==> config.mk <==
export PLATFORM = sky130hd
export DESIGN_NAME = switch_debounce
export DESIGN_NICKNAME = d
export VERILOG_FILES = /design/src/rtl/switch_debounce.sv
export SDC_FILE = /design/constraint.sdc
export NUM_CORES = 1
export LEC_CHECK = 0
export CORE_MARGIN = 2
export CORE_UTILIZATION = 57
export DETAILED_ROUTE_END_ITERATION = 8
export DONT_BUFFER_PORTS = 1
export PLACE_DENSITY = 0.72
export SYNTH_ARGS = -nofsm -noshare
export SYNTH_HDL_FRONTEND = slang
export SYNTH_SLANG_ARGS = --single-unit
==> constraint.sdc <==
create_clock -name i_Clk -period 1.87 [get_ports i_Clk]
set_input_delay 0.2805 -clock i_Clk [delete_from_list [all_inputs] [get_ports i_Clk]]
set_output_delay 0.2805 -clock i_Clk [all_outputs]
set_load 0.01 [all_outputs]
==> src/rtl/switch_debounce.sv <==
// Debouncer for a raw mechanical switch: two-flop synchronizer followed by a
// four-state qualification FSM producing a clean level, edge pulses and a press count.
module switch_debounce #(
  parameter int DEBOUNCE_LIMIT = 250000
) (
  input  logic       i_Clk,
  input  logic       i_Rst_L,
  input  logic       i_Switch,
  output logic       o_Switch,
  output logic       o_Press,
  output logic       o_Release,
  output logic [7:0] o_Press_Count
);

  localparam int CNT_W = (DEBOUNCE_LIMIT < 1) ? 1 : $clog2(DEBOUNCE_LIMIT + 1);
  localparam logic [CNT_W-1:0] LIMIT = CNT_W'(DEBOUNCE_LIMIT);
  localparam logic [CNT_W-1:0] ONE   = CNT_W'(1);

  typedef enum logic [1:0] {
    STABLE_LOW,
    PEND_HIGH,
    STABLE_HIGH,
    PEND_LOW
  } state_t;

  logic             sync1_q, sync1_d;
  logic             sync2_q, sync2_d;
  state_t           state_q, state_d;
  logic [CNT_W-1:0] counter_q, counter_d;
  logic             switch_q, switch_d;
  logic             press_q, press_d;
  logic             release_q, release_d;
  logic [7:0]       count_q, count_d;

  // A commit needs sync2 to still hold the new level when the counter is full;
  // a reversion on that same edge drops back to the stable state instead.
  always_comb begin
    sync1_d   = i_Switch;
    sync2_d   = sync1_q;
    state_d   = state_q;
    counter_d = counter_q;
    switch_d  = switch_q;
    press_d   = 1'b0;
    release_d = 1'b0;
    count_d   = count_q;

    case (state_q)
      STABLE_LOW: begin
        if (sync2_q) begin
          state_d   = PEND_HIGH;
          counter_d = ONE;
        end else begin
          counter_d = '0;
        end
      end

      PEND_HIGH: begin
        if (!sync2_q) begin
          state_d   = STABLE_LOW;
          counter_d = '0;
        end else if (counter_q < LIMIT) begin
          counter_d = counter_q + ONE;
        end else begin
          state_d   = STABLE_HIGH;
          counter_d = '0;
          switch_d  = 1'b1;
          press_d   = 1'b1;
          count_d   = count_q + 8'd1;
        end
      end

      STABLE_HIGH: begin
        if (!sync2_q) begin
          state_d   = PEND_LOW;
          counter_d = ONE;
        end else begin
          counter_d = '0;
        end
      end

      PEND_LOW: begin
        if (sync2_q) begin
          state_d   = STABLE_HIGH;
          counter_d = '0;
        end else if (counter_q < LIMIT) begin
          counter_d = counter_q + ONE;
        end else begin
          state_d   = STABLE_LOW;
          counter_d = '0;
          switch_d  = 1'b0;
          release_d = 1'b1;
        end
      end

      default: begin
        state_d   = STABLE_LOW;
        counter_d = '0;
      end
    endcase
  end

  always_ff @(posedge i_Clk or negedge i_Rst_L) begin
    if (!i_Rst_L) begin
      sync1_q   <= 1'b0;
      sync2_q   <= 1'b0;
      state_q   <= STABLE_LOW;
      counter_q <= '0;
      switch_q  <= 1'b0;
      press_q   <= 1'b0;
      release_q <= 1'b0;
      count_q   <= 8'd0;
    end else begin
      sync1_q   <= sync1_d;
      sync2_q   <= sync2_d;
      state_q   <= state_d;
      counter_q <= counter_d;
      switch_q  <= switch_d;
      press_q   <= press_d;
      release_q <= release_d;
      count_q   <= count_d;
    end
  end

  assign o_Switch      = switch_q;
  assign o_Press       = press_q;
  assign o_Release     = release_q;
  assign o_Press_Count = count_q;

endmodule

==> results.ini <==
[outcome]
status=complete, no violations

[drt]
drt-initial-drc-count=28
drt-total-wl_um=2831
detail_route.first_pass.iterations=4
routedWlPerCell_um=15.06
drc=0
drtAntennaViolNets=0
viasPerCell=5.872
num_vias=1104

[timing]
rsz0062_at_grt=no
setup_tns_ps=0
period_needed_ps=1706
clock_skew_ps=3.062
slew_headroom=0.7491
slew_viol_final=0
setup_violations=0
fmax_ghz=0.5863
hold_viol=0
worst_slew_pin_slew_ps=373.2
period_share=0.9122
fin_ws_ps=164.3

[placed_design]
io_buffers=0
placed_cell_area_um2=1595
dp_hpwl_um=1924
pre_cts_ws_ps=95.06
gp_congestion=0.8685

[die]
ioPinCount=14
fp.dieW_um=55.79
dieArea_um2=3113
num_rows=18
die_height_um=55.79
core-area_um2=2500
start_util=0.6116

[hold_path]
hold_path.class=in2async

[yosys]
synth_top_area_frac=0.5401
synthesis.nets=149
avgSynthCellArea_um2=10.62
ys_seq_elements=33
synth_cell_types=35
yosysTopAreaCell=dfrtp_1
synth_area_leaders=dfrtp_1, xnor2_1, nor2_1
synth_area_um2=1529
async_reset_ff_frac=1.000
synth_top_flop_cell=dfrtp_1
synth_edf_count=0
yosysWarningCount=0
syn_inst=144
ys_seq_area_frac=0.5401

[critical_path]
crit_fanout=5
critPathKind=reg2reg
cp-end-kind=register
required_ps=2100
cp.arrival_ps=1940
crit_path_start_kind=register

[finish]
drive_gt1_frac=0.1456
syn_to_final_growth_pct=12.11
fin_nets=162
final_cell_area_um2=1714
antenna_cells=0
final_cell_mix=dfrtp_1, nor2_1, xnor2_1, nand3_1
fill_cells=174
mostFrequentLayoutCell=dfrtp_1

[power_and_ir_drop]
power_leakage_nw=0.7168
powerDensity_nw_per_um2=713.8
max-vdd-ir-drop_v=0.0005420

[cts]
path_clk_slew_ps=100
cts_buffers=5
h-tree-depth=2
cts_root_buffer=clkbuf_4
cts.sink_count=33
clock_latency_ps=330
cts_buffer_depth=2
tritoncts=yes

[run]
cap_violations=0

[global_routing]
grt_use_total=0.2008
overflow=0
antenna_found_initial=0
grt_pass1_vias=1099
grt_pass1_wl_um=4871
grt_max_degree=34

-- per-layer routing --
metal	share of wire	global-route usage
met1	0.45	0.2409
met2	0.49	0.3299
met3	0.034	0.06047
met4	0.017	0.09408
met5	0	0
-- registers in the layout (all words and copies together) (netlist names), named ones only --
register and cells:
state_q 1, sync2_q 1, o_Release 1, o_Switch 1, o_Press 1, counter_q 18, o_Press_Count 8, sync1_q 1
-- final cells by class --
| cell class | count | area, µm² | area share |
|---|---|---|---|
| multi-input cells | 104 | 680.7 | 0.3971 |
| inverters | 5 | 18.77 | 0.01095 |
| flip-flops and latches | 33 | 829.5 | 0.4839 |
| repair buffers | 8 | 77.57 | 0.04526 |
| clock inverters | 1 | 5.005 | 0.002920 |
| well taps | 30 | 37.54 | 0.02190 |
| clock buffers | 7 | 65.06 | 0.03796 |
-- path summary, 6_finish.rpt --
check                                     to  slack, ps  cells past startpoint    startpoint
worst max-delay path                register        160                      4  counter_q[6]
worst min-delay path                o_Switch        370                      2       i_Rst_L
worst max register to register      register        160                      4  counter_q[6]
worst min register to register       sync2_q        370                      0       sync1_q
max in group asynchronous       counter_q[4]       1310                      2       i_Rst_L
min in group i_Clk                   sync2_q        370                      0       sync1_q
-- cells by family after synthesis --
kind of cell | synth area share
adders and majority gates | 0.01636
and+or+nand+nor | 0.2439
buffers and inverters | 0.01799
muxes | 0.01473
xor gates and xnor gates | 0.1203
AOI/OAI and AO/OA | 0.04665
DFF | 0.5401
-- through the flow --
| step | hold WS, ps | power [mW] | cells | util |
|---|---|---|---|---|
| global placement | -14.48 | 0.7582 | 177 | 0.6381 |
| global route | 375.7 | 1.270 | 188 | 0.6857 |
| CTS | 365.7 | 1.234 | 188 | 0.6822 |
| finish | 365.6 | 1.224 | 188 | 0.6857 |
| floorplan | -15.09 | 0.7522 | 144 | - |
| detailed placement | -14.46 | 0.7590 | 177 | 0.6381 |
-- repair_timing --
item | CTS | global route
hold buffers | 3 | 0
endpoints found under the hold margin | 34 | 0
setup buffers | 0 | 0
endpoints found under the setup margin | 0 | 2
resized for setup | 0 | 4
-- where the power goes --
part / switching, mW / internal [mW] / leakage, nW / total, mW
clock network: 0.239 / 0.218 / 0.0413 / 0.457
logic: 0.0250 / 0.0147 / 0.228 / 0.0397
registers: 0.00753 / 0.719 / 0.447 / 0.727
total: 0.272 / 0.952 / 0.717 / 1.22
-- critical path: stages (launching register included) --
cell and delay [ps]:
dfrtp_1 450, o31ai_1 400, nand3_1 210, nand3_1 190
mux2_2 350
-- cell usage after synthesis, types with 3 or more instances --
master,instances
dfrtp_1,33
nor2_1,18
xnor2_1,15
and3_1,3
nand2_1,7
nand4_1,7
a21oi_1,3
xor2_1,6
inv_1,4
nand3_1,10
nor4_1,5
Note: power is estimated with default switching activity, not from simulation.
